`config.mk`:
```
export PLATFORM = sky130hd
export DESIGN_NAME = parse_pkt_split_flat
export DESIGN_NICKNAME = d
export VERILOG_FILES = /design/src/rtl/parse_pkt_split_pkg.sv /design/src/rtl/parse_pkt_split_if.sv /design/src/rtl/parse_pkt_split.sv /design/src/flat_wrapper.sv
export SDC_FILE = /design/constraint.sdc
export NUM_CORES = 2
export LEC_CHECK = 0
export CORE_AREA = 3 3 445 447
export CTS_BUF_LIST = sky130_fd_sc_hd__clkbuf_2
export DETAILED_ROUTE_END_ITERATION = 12
export DIE_AREA = 0 0 448 450
export GPL_TIMING_DRIVEN = 0
export PLACE_DENSITY_LB_ADDON = 0.08
export SLEW_MARGIN = 20
export SYNTH_ARGS = -nofsm -noshare
export SYNTH_HDL_FRONTEND = slang
export SYNTH_SLANG_ARGS = --single-unit
```
`constraint.sdc`:
```
create_clock -name clk -period 3.78 [get_ports clk]
set_clock_uncertainty 0.05 [all_clocks]
set_input_delay 0.756 -clock clk [delete_from_list [all_inputs] [get_ports clk]]
set_output_delay 0.756 -clock clk [all_outputs]
set_load 0.005 [all_outputs]
```
`src/rtl/parse_pkt_split_pkg.sv`:
```
// Shared constants and types for the packet split stage of the parse pipeline.
package parse_pkg;

    localparam int unsigned PKT_W = 139;
    localparam int unsigned MD_W  = 360;

    // Beat tag encodings carried in in_pkt[138:136]
    localparam logic [2:0] TAG_FIRST = 3'b101;
    localparam logic [2:0] TAG_MID   = 3'b100;
    localparam logic [2:0] TAG_LAST  = 3'b110;

    // Metadata flag bit positions
    localparam int unsigned MD_DISCARD = 359;
    localparam int unsigned MD_CTL     = 358;
    localparam int unsigned MD_ERR     = 357;
    localparam int unsigned MD_NOBODY  = 356;
    localparam int unsigned MD_CUT     = 355;

    // Synthetic end beat used to close a malformed packet: tag 110, count 0, data 0
    localparam logic [PKT_W-1:0] SYNTH_END = {TAG_LAST, {(PKT_W-3){1'b0}}};

    typedef enum logic [1:0] {
        StIdle,
        StHead,
        StPayload,
        StDrop
    } split_state_e;

    // Rewrite the tag of a beat to TAG_LAST, keeping count and data
    function automatic logic [PKT_W-1:0] force_last(input logic [PKT_W-1:0] beat);
        logic [PKT_W-1:0] b;
        b = beat;
        b[PKT_W-1 -: 3] = TAG_LAST;
        return b;
    endfunction

endpackage

```
`src/rtl/parse_pkt_split_if.sv`:
```
// Bundle of the split stage's input streams, dispatch FIFO writes and status.
interface parse_pkt_split_if;
    import parse_pkg::*;

    logic              in_pkt_valid;
    logic [PKT_W-1:0]  in_pkt;
    logic              in_pkt_ready;
    logic              in_metadata_valid;
    logic [MD_W-1:0]   in_metadata;
    logic              in_metadata_ready;
    logic              pkt_head_valid;
    logic [PKT_W-1:0]  pkt_head;
    logic              pkt_payload_valid;
    logic [PKT_W-1:0]  pkt_payload;
    logic              pkt_metadata_valid;
    logic [MD_W-1:0]   pkt_metadata;
    logic              buf_addr_full;
    logic [15:0]       err_cnt;

    // Split stage view
    modport slave (
        input  in_pkt_valid, in_pkt, in_metadata_valid, in_metadata, buf_addr_full,
        output in_pkt_ready, in_metadata_ready, pkt_head_valid, pkt_head,
               pkt_payload_valid, pkt_payload, pkt_metadata_valid, pkt_metadata, err_cnt
    );

    // Upstream/downstream environment view
    modport master (
        output in_pkt_valid, in_pkt, in_metadata_valid, in_metadata, buf_addr_full,
        input  in_pkt_ready, in_metadata_ready, pkt_head_valid, pkt_head,
               pkt_payload_valid, pkt_payload, pkt_metadata_valid, pkt_metadata, err_cnt
    );

endinterface

```
`src/rtl/parse_pkt_split.sv`:
```
// Splits each packet into head (first HEAD_BEATS beats) and payload streams and
// emits the merged per-packet metadata alongside the packet's final write.
module parse_pkt_split
    import parse_pkg::*;
#(
    parameter int unsigned HEAD_BEATS = 8,
    parameter int unsigned MAX_BEATS  = 96
) (
    input logic               clk,
    input logic               reset,
    parse_pkt_split_if.slave  bus
);

    split_state_e      state_q, state_d;
    logic [7:0]        beat_cnt_q, beat_cnt_d;
    logic              md_held_q;
    logic [MD_W-1:0]   md_reg_q;
    logic [15:0]       err_cnt_q;

    logic              head_valid_q, head_valid_d;
    logic [PKT_W-1:0]  head_q, head_d;
    logic              pay_valid_q, pay_valid_d;
    logic [PKT_W-1:0]  pay_q, pay_d;
    logic              md_valid_q, md_valid_d;
    logic [MD_W-1:0]   md_q, md_d;

    logic              pkt_ready;
    logic              pkt_accept;
    logic              md_accept;
    logic              md_take;
    logic              err_inc;
    logic [2:0]        in_tag;
    logic [7:0]        cnt_cur;
    logic              at_head_end;

    // Backpressure is only honoured at packet start; a started packet always drains
    assign pkt_ready   = (state_q != StIdle) || (md_held_q && !bus.buf_addr_full);
    assign pkt_accept  = bus.in_pkt_valid && pkt_ready;
    assign md_accept   = bus.in_metadata_valid && !md_held_q;
    assign in_tag      = bus.in_pkt[PKT_W-1 -: 3];
    assign cnt_cur     = (state_q == StIdle) ? 8'd1 : beat_cnt_q + 8'd1;
    assign at_head_end = (cnt_cur == 8'(HEAD_BEATS));

    // Next-state, stream routing and metadata merge for the accepted beat
    always_comb begin
        state_d      = state_q;
        beat_cnt_d   = beat_cnt_q;
        head_valid_d = 1'b0;
        head_d       = head_q;
        pay_valid_d  = 1'b0;
        pay_d        = pay_q;
        md_valid_d   = 1'b0;
        md_d         = md_q;
        err_inc      = 1'b0;
        md_take      = 1'b0;

        if (pkt_accept) begin
            beat_cnt_d = cnt_cur;
            unique case (state_q)
                StIdle: begin
                    if (in_tag == TAG_FIRST) begin
                        md_take      = 1'b1;
                        head_valid_d = 1'b1;
                        head_d       = bus.in_pkt;
                        state_d      = StHead;
                        if (at_head_end) begin
                            head_d = force_last(bus.in_pkt);
                            if (md_reg_q[MD_DISCARD]) begin
                                md_valid_d            = 1'b1;
                                md_d                  = md_reg_q;
                                md_d[MD_NOBODY]       = 1'b1;
                                state_d               = StDrop;
                            end else begin
                                state_d = StPayload;
                            end
                        end
                    end else if (in_tag == TAG_LAST) begin
                        // Single-beat packet
                        md_take         = 1'b1;
                        head_valid_d    = 1'b1;
                        head_d          = bus.in_pkt;
                        md_valid_d      = 1'b1;
                        md_d            = md_reg_q;
                        md_d[MD_NOBODY] = 1'b1;
                    end else begin
                        err_inc = 1'b1;
                    end
                end
                StHead: begin
                    head_valid_d = 1'b1;
                    head_d       = bus.in_pkt;
                    if (in_tag == TAG_FIRST) begin
                        // New packet collided with an open one: close it, drop the newcomer
                        head_d           = SYNTH_END;
                        md_valid_d       = 1'b1;
                        md_d             = md_reg_q;
                        md_d[MD_DISCARD] = 1'b1;
                        md_d[MD_NOBODY]  = 1'b1;
                        err_inc          = 1'b1;
                        beat_cnt_d       = 8'd1;
                        state_d          = StDrop;
                    end else if (in_tag == TAG_LAST) begin
                        md_valid_d      = 1'b1;
                        md_d            = md_reg_q;
                        md_d[MD_NOBODY] = 1'b1;
                        state_d         = StIdle;
                    end else if (at_head_end) begin
                        head_d = force_last(bus.in_pkt);
                        if (md_reg_q[MD_DISCARD]) begin
                            md_valid_d      = 1'b1;
                            md_d            = md_reg_q;
                            md_d[MD_NOBODY] = 1'b1;
                            state_d         = StDrop;
                        end else begin
                            state_d = StPayload;
                        end
                    end
                end
                StPayload: begin
                    pay_valid_d = 1'b1;
                    pay_d       = bus.in_pkt;
                    if (in_tag == TAG_FIRST) begin
                        pay_d           = SYNTH_END;
                        md_valid_d      = 1'b1;
                        md_d            = md_reg_q;
                        md_d[MD_ERR]    = 1'b1;
                        md_d[MD_NOBODY] = 1'b0;
                        err_inc         = 1'b1;
                        beat_cnt_d      = 8'd1;
                        state_d         = StDrop;
                    end else if (in_tag == TAG_LAST) begin
                        md_valid_d      = 1'b1;
                        md_d            = md_reg_q;
                        md_d[MD_NOBODY] = 1'b0;
                        state_d         = StIdle;
                    end else if (cnt_cur == 8'(MAX_BEATS)) begin
                        // Runaway packet: truncate here, downstream still drains payload
                        pay_d           = force_last(bus.in_pkt);
                        md_valid_d      = 1'b1;
                        md_d            = md_reg_q;
                        md_d[MD_ERR]    = 1'b1;
                        md_d[MD_NOBODY] = 1'b0;
                        err_inc         = 1'b1;
                        state_d         = StDrop;
                    end
                end
                StDrop: begin
                    if (in_tag == TAG_LAST) begin
                        state_d = StIdle;
                    end
                end
                default: state_d = StIdle;
            endcase
        end
    end

    // State, counters and registered outputs
    always_ff @(posedge clk or negedge reset) begin
        if (!reset) begin
            state_q      <= StIdle;
            beat_cnt_q   <= 8'd0;
            err_cnt_q    <= 16'd0;
            head_valid_q <= 1'b0;
            head_q       <= '0;
            pay_valid_q  <= 1'b0;
            pay_q        <= '0;
            md_valid_q   <= 1'b0;
            md_q         <= '0;
        end else begin
            state_q      <= state_d;
            beat_cnt_q   <= beat_cnt_d;
            head_valid_q <= head_valid_d;
            head_q       <= head_d;
            pay_valid_q  <= pay_valid_d;
            pay_q        <= pay_d;
            md_valid_q   <= md_valid_d;
            md_q         <= md_d;
            if (err_inc && (err_cnt_q != 16'hFFFF)) begin
                err_cnt_q <= err_cnt_q + 16'd1;
            end
        end
    end

    // One-entry metadata holding register, freed when its packet's first beat is taken
    always_ff @(posedge clk or negedge reset) begin
        if (!reset) begin
            md_held_q <= 1'b0;
            md_reg_q  <= '0;
        end else if (md_accept) begin
            md_held_q <= 1'b1;
            md_reg_q  <= bus.in_metadata;
        end else if (md_take) begin
            md_held_q <= 1'b0;
        end
    end

    assign bus.in_pkt_ready       = pkt_ready;
    assign bus.in_metadata_ready  = !md_held_q;
    assign bus.pkt_head_valid     = head_valid_q;
    assign bus.pkt_head           = head_q;
    assign bus.pkt_payload_valid  = pay_valid_q;
    assign bus.pkt_payload        = pay_q;
    assign bus.pkt_metadata_valid = md_valid_q;
    assign bus.pkt_metadata       = md_q;
    assign bus.err_cnt            = err_cnt_q;

endmodule
```
`src/flat_wrapper.sv`:
```
// flat-port wrapper written by rule: the top's interface ports become plain ports
module parse_pkt_split_flat import parse_pkg::*;
#(
    parameter int unsigned HEAD_BEATS = 8,
    parameter int unsigned MAX_BEATS  = 96
)
  (clk, reset, bus_in_pkt_valid, bus_in_pkt, bus_in_metadata_valid, bus_in_metadata, bus_buf_addr_full, bus_in_pkt_ready, bus_in_metadata_ready, bus_pkt_head_valid, bus_pkt_head, bus_pkt_payload_valid, bus_pkt_payload, bus_pkt_metadata_valid, bus_pkt_metadata, bus_err_cnt);
  parse_pkt_split_if bus_i ();
  input logic clk;
  input logic reset;
  input wire logic [$bits(bus_i.in_pkt_valid)-1:0] bus_in_pkt_valid;
  input wire logic [$bits(bus_i.in_pkt)-1:0] bus_in_pkt;
  input wire logic [$bits(bus_i.in_metadata_valid)-1:0] bus_in_metadata_valid;
  input wire logic [$bits(bus_i.in_metadata)-1:0] bus_in_metadata;
  input wire logic [$bits(bus_i.buf_addr_full)-1:0] bus_buf_addr_full;
  output wire logic [$bits(bus_i.in_pkt_ready)-1:0] bus_in_pkt_ready;
  output wire logic [$bits(bus_i.in_metadata_ready)-1:0] bus_in_metadata_ready;
  output wire logic [$bits(bus_i.pkt_head_valid)-1:0] bus_pkt_head_valid;
  output wire logic [$bits(bus_i.pkt_head)-1:0] bus_pkt_head;
  output wire logic [$bits(bus_i.pkt_payload_valid)-1:0] bus_pkt_payload_valid;
  output wire logic [$bits(bus_i.pkt_payload)-1:0] bus_pkt_payload;
  output wire logic [$bits(bus_i.pkt_metadata_valid)-1:0] bus_pkt_metadata_valid;
  output wire logic [$bits(bus_i.pkt_metadata)-1:0] bus_pkt_metadata;
  output wire logic [$bits(bus_i.err_cnt)-1:0] bus_err_cnt;
  assign bus_i.in_pkt_valid = bus_in_pkt_valid;
  assign bus_i.in_pkt = bus_in_pkt;
  assign bus_i.in_metadata_valid = bus_in_metadata_valid;
  assign bus_i.in_metadata = bus_in_metadata;
  assign bus_i.buf_addr_full = bus_buf_addr_full;
  assign bus_in_pkt_ready = bus_i.in_pkt_ready;
  assign bus_in_metadata_ready = bus_i.in_metadata_ready;
  assign bus_pkt_head_valid = bus_i.pkt_head_valid;
  assign bus_pkt_head = bus_i.pkt_head;
  assign bus_pkt_payload_valid = bus_i.pkt_payload_valid;
  assign bus_pkt_payload = bus_i.pkt_payload;
  assign bus_pkt_metadata_valid = bus_i.pkt_metadata_valid;
  assign bus_pkt_metadata = bus_i.pkt_metadata;
  assign bus_err_cnt = bus_i.err_cnt;
  parse_pkt_split #(.HEAD_BEATS(HEAD_BEATS), .MAX_BEATS(MAX_BEATS)) u_core (.clk(clk), .reset(reset), .bus(bus_i));
endmodule
```
Word level (Yosys, flattened, before mapping)
Index checks and enable logic that the tools add are counted.
{"block": "op_classes", "addsub": 2, "eq_ne": 13, "n_mux": 60, "reduce_logical": 17}
{"cell": "$mux 360", "count": 9}
{"cell": "$mux 139", "count": 8}
{"cell": "$pmux 360 s3", "count": 1}
{"cell": "$pmux 139 s2", "count": 1}
{"cell": "$mux 1", "count": 25}
{"cell": "$mux 8", "count": 3}
{"cell": "$mux 2", "count": 9}
{"cell": "$add 16x1->16 const B", "count": 1}
{"cell": "$ne 16x16->1 const B", "count": 1}
{"cell": "$add 8x1->8 const B", "count": 1}
{"cell": "$eq 8x4->1 const B", "count": 1}
{"cell": "$eq 8x7->1 const B", "count": 1}
{"cell": "$ne 4x1->1 const B", "count": 2}
{"cell": "$pmux 2 s4", "count": 1}
{"cell": "$eq 3x3->1 const B", "count": 2}
{"cell": "$pmux 1 s3", "count": 2}
{"cell": "$reduce_bool 2->1", "count": 3}
{"cell": "$reduce_and 5->1", "count": 1}
{"cell": "$eq 2x2->1 const B", "count": 2}
{"cell": "$logic_and 1x1->1", "count": 4}
{"cell": "$reduce_and 4->1", "count": 1}
{"cell": "$ne 3x3->1 const B", "count": 1}
{"cell": "$reduce_and 3->1", "count": 1}
{"cell": "$reduce_bool 3->1", "count": 1}
{"cell": "other kinds (9)", "count": 10}
{"block": "totals", "ff_bits": 1028, "inputBits": 504, "out_inout_bits": 659, "elab_cells": 103}

Logic depth before layout (Yosys ltp)
{"block": "logic_depth", "depth_word": 9, "ltp_mapped": 12, "ltp_nobuf": 8}

Worst setup path before layout
OpenSTA, ideal clock, no wires.
{"block": "synth_timing", "path_type": "input-to-reg", "from": "input port bus_in_pkt[137]", "to": "register u_core.md_q[291], in the netlist u_core.bus.pkt_metadata[291]", "setup_ps": 126, "arrival_time_ps": 2782, "t_required_ps": 3604, "path_slack_ps": 822, "cell_stages": 12, "path_buffers": 5, "path_cell_list": "buf_2 -> xor2_1 -> and2_1 -> clkbuf_1 -> a21oi_1 -> nor3_1 -> or2_1 -> buf_2 -> nand2_1 -> buf_2 -> buf_2 -> a221o_1"}
{"block": "synth_between", "elab_chain_len": 4, "elab_cells_between_ends": 11, "classes_between": "4 x eq/ne; 6 x mux; 1 x reduce/logical"}
{"item": "start: declaration", "line": "flat_wrapper.sv:12", "text": "input wire logic [$bits(bus_i.in_pkt)-1:0] bus_in_pkt;"}
{"item": "$eq 3x3->1", "line": "parse_pkt_split.sv:77, parse_pkt_split.sv:102, parse_pkt_split.sv:131"}
{"item": "$mux 360 (on tied branches)", "line": "parse_pkt_split.sv:131, parse_pkt_split.sv:102"}
{"item": "$mux 360 (on tied branches)", "line": "parse_pkt_split.sv:122, parse_pkt_split.sv:92"}
{"item": "$pmux 360 s3", "line": "parse_pkt_split.sv:59", "text": "unique case (state_q)"}
{"item": "end signal: assignment", "line": "parse_pkt_split.sv:177", "text": "md_q <= md_d;"}
{"item": "end: declaration", "line": "parse_pkt_split.sv:25", "text": "logic [MD_W-1:0] md_q, md_d;"}
Parallel ways exist; a longest one is shown, timed or not.
A chain may end at the register's enable or synchronous reset.

Worst setup path in the final report
{"block": "layout_timing", "from": "register u_core.beat_cnt_q[0]", "to": "register u_core.md_q[90], in the netlist u_core.bus.pkt_metadata[90]"}
{"block": "layout_between", "elab_chain_len": 7, "elab_cells_between_ends": 11, "classes_between": "1 x add/sub; 3 x eq/ne; 6 x mux; 1 x reduce/logical"}
{"item": "start: declaration", "line": "parse_pkt_split.sv:15", "text": "logic [7:0] beat_cnt_q, beat_cnt_d;"}
{"item": "start signal: assignment", "line": "parse_pkt_split.sv:171", "text": "beat_cnt_q <= beat_cnt_d;"}
{"item": "$add 8x1->8 (*)", "line": "parse_pkt_split.sv:41", "text": "assign cnt_cur = (state_q == StIdle) ? 8'd1 : beat_cnt_q + 8'd1;"}
{"item": "$mux 8 (*)", "line": "parse_pkt_split.sv:41"}
{"item": "$eq 8x4->1", "line": "parse_pkt_split.sv:42", "text": "assign at_head_end = (cnt_cur == 8'(HEAD_BEATS));"}
{"item": "$mux 360 (3 in a row)"}
{"item": "$pmux 360 s3"}
Every way passes the cells marked *; elsewhere a longest branch is shown, timed or not.

==> run metrics <==
status finished clean; vias in the first global route 43,600; Async SR Flop Fraction 100%; Post-Syn Area per Cell 11.9 um^2; fin area 0.0709 mm^2; GR Util All Layers 21.6%; worst hold start u_core.md_reg_q[48]; CTS tree built; 1st-pass router iterations 5; clock edge transition at the registers on the reported setup and hold paths approximately 0.11 ns; Die Span Y 450 um; WS Path Type register to register; Net Count, Synth approximately 4,100; worst-margin pin slew ~1.2 ns; max-slew violation count 0; CORE AREA 0.195 mm^2; clk sinks about 1,000; Area after DPL 0.0583 mm^2; RR Startpoint u_core.beat_cnt_q[0]; Synth top area share 59.7%; Setup crit start kind register; MaxCap Viol Count 0; wirelength, routed 223,000 um; Chip Width 448 um; Cells after Synth 3,607; DR iter-0 viols 2,390; vias 41,400; Via-to-Cell Ratio about 4.6; register area between 0.02 and 0.03 mm^2; WHS Path Cells 1; FMAX 275 MHz; #FFs+latches synth 1,027; register area share after synthesis 59.7%; Layout area overhead 64.6%; drt wl/cell around 25 um; dpl hpwl 163,000 um; Final Hold Fails 0; unrepaired setup endpoints after global routing yes; largest net degree at the start of global routing 135; Area contributors post-synth dfrtp_1, mux2_2, a22o_1; Worst EP arrival 5.15 ns; Hold EP u_core.bus.pkt_metadata[48]; max_slew headroom approximately 22%; io pins approximately 1,200; CP Data Required Time between 5 and 6 ns; Cell Pwr Density 700 mW/mm^2; clock buffer depth 4; area of the multi-input gates between 0.015 and 0.02 mm^2; share of cells above drive strength 1 17.4%; IO Port Bufs ~1,200; Pleak 0.0319 uW; DRC errors left 0; final net count approximately 6,700; most common cell after layout, fill and taps aside dfrtp_1; final setup vio count 0; Num CTS Buffers 330; first-pass GRT wire length 319,000 um; Tmin final roughly 3.6 ns; Final period util 96.3%; Initial Util 22.1%; gpl congestion 0.813; reg2reg setup slack 0.14 ns; Post-synth EDFFs 0; Synthesis Warnings 0; initial antenna violation count 58; Critical Path Sink Type register; # rows around 160; worst reg2reg path endpoint u_core.bus.pkt_metadata[90]; Synth Cell Area 0.0431 mm^2; peak supply drop 0.000269 V; die area 0.202 mm^2; crit path max fanout 10; Layout fillers 20,000; H-tree depth 5; Min-Delay Path Class register to register; Skew-Pair Late Insertion Delay ~1.7 ns; total chip power 49,600 uW; Hold WS about 0.36 ns; post-synth top area cell dfrtp_1; post-synth cell types 58; antenna viol nets, final 0; Worst Reg-to-Reg Cells 11; gr ovfl total 0; most frequent cells in the layout dfrtp_1, dlygate4sd3_1, dlygate4sd2_1, clkdlybuf4s50_1, clkbuf_2; CTS root buf clkbuf_2; Post-synth top flop dfrtp_1
-- Yosys cell counts, drive strengths merged (8+ instances only) --
cell type and n:
dfrtp 1027, nand2 440, mux2 406, a22o 277, clkbuf 244, a21oi 191, o21ai 152, o211ai 139
a221o 137, nor2 101, buf 87, a211oi 86, nor3 47, o22ai 46, a221oi 44, a31oi 43
and3 42, inv 13, xnor2 10, xor2 9, nand3 8
-- critical path, cell delays in order, from the launching register on --
cell and delay (ns):
dfrtp_1 0.46, ha_1 0.31, xor2_1 0.19, nor4b_2 0.28, nand4_1 0.27, nor4_4 0.41, clkbuf_4 0.42, buf_16 0.19
clkbuf_1 0.46, o211ai_1 0.15, a21oi_1 0.18, a221o_1 0.13
-- where the power goes --
part / internal, uW / switching (uW)
Combinational: 10200 / 11300
Sequential: 16000 / 3490
Clock: 3280 / 5320
-- what timing repair did --
item / 4_1_cts / 5_1_grt
pin swaps: 3 / 1
resized for setup: 677 / 57
buffers inserted: 59 / 4
hold buffers: 1004 / 0
hold endpoints to repair: 1502 / 0
endpoints found under the setup margin: 1231 / 394
gates cloned: 0 / 1
-- through the flow --
stage,util (%),setup TNS (ns),setup slack [ns],instances
floorplan,-,0,0.822,3607
global placement,29.7,-,-51.86,7309
detailed placement,30.0,-639.32,-1.32,7326
CTS,36.3,-0.215,-0.215,8890
global route,36.4,-1.56,-0.0717,8922
finish,36.4,0,0.138,8932
-- how the worst max path moves through the flow --
stage	from	to	slack [ns]	depth (start not counted)
after global placement	reset	u_core.md_reg_q[102]	-51.86	1
after CTS	u_core.state_q[0]	bus_in_pkt_ready	-0.21	4
final	u_core.beat_cnt_q[0]	u_core.bus.pkt_metadata[90]	0.14	11
after floorplan	bus_in_pkt[137]	u_core.bus.pkt_metadata[291]	0.82	12
after global routing	u_core.beat_cnt_q[0]	u_core.bus.pkt_metadata[85]	-0.07	10
after detailed placement	bus_in_pkt[138]	u_core.bus.pkt_metadata[213]	-1.32	10
-- cell type report --
class	count	share of cell area, %
Antenna cell	38	0.134
Inverter	14	0.0742
Tap cell	2542	4.49
Clock buffer	467	3.30
Buffer	327	1.96
Sequential cell	1027	36.3
Multi-Input combinational cell	2235	22.7
Clock inverter	37	0.242
Timing Repair Buffer	2245	30.9
-- logic make-up (layout without fill, tap and decap cells) --
| family | Yosys count | in the layout | synth area share (%) |
|---|---|---|---|
| simple gates | 667 | 667 | 6.50 |
| flops | 1027 | 1027 | 59.7 |
| fa+ha+maj | 7 | 7 | 0.198 |
| other cells | 0 | 38 | 0 |
| xor+xnor | 19 | 19 | 0.387 |
| compound gates | 1134 | 1134 | 19.3 |
| mux | 408 | 408 | 10.7 |
| buf+inv | 345 | 3090 | 3.22 |
-- state kept, by name, summed over array words and instances, names as in the netlist --
name                           cells
u_core.bus.pkt_head_valid          1
u_core.beat_cnt_q                  8
u_core.bus.pkt_head              139
u_core.bus.pkt_payload_valid       1
u_core.bus.err_cnt                16
u_core.bus.pkt_metadata_valid      1
u_core.md_held_q                   1
u_core.bus.pkt_metadata          360
u_core.state_q                     2
u_core.bus.pkt_payload           139
u_core.md_reg_q                  359
-- layer usage --
layer	GRT usage [%]	vias up	share of wire, %
met2	37.7	1442	50
li1	-	18800	-
met3	6.05	444	6.8
met5	0	-	0.015
met1	24.1	20700	38
met4	10.4	6	5.1
(Power assumes the default switching activity.)
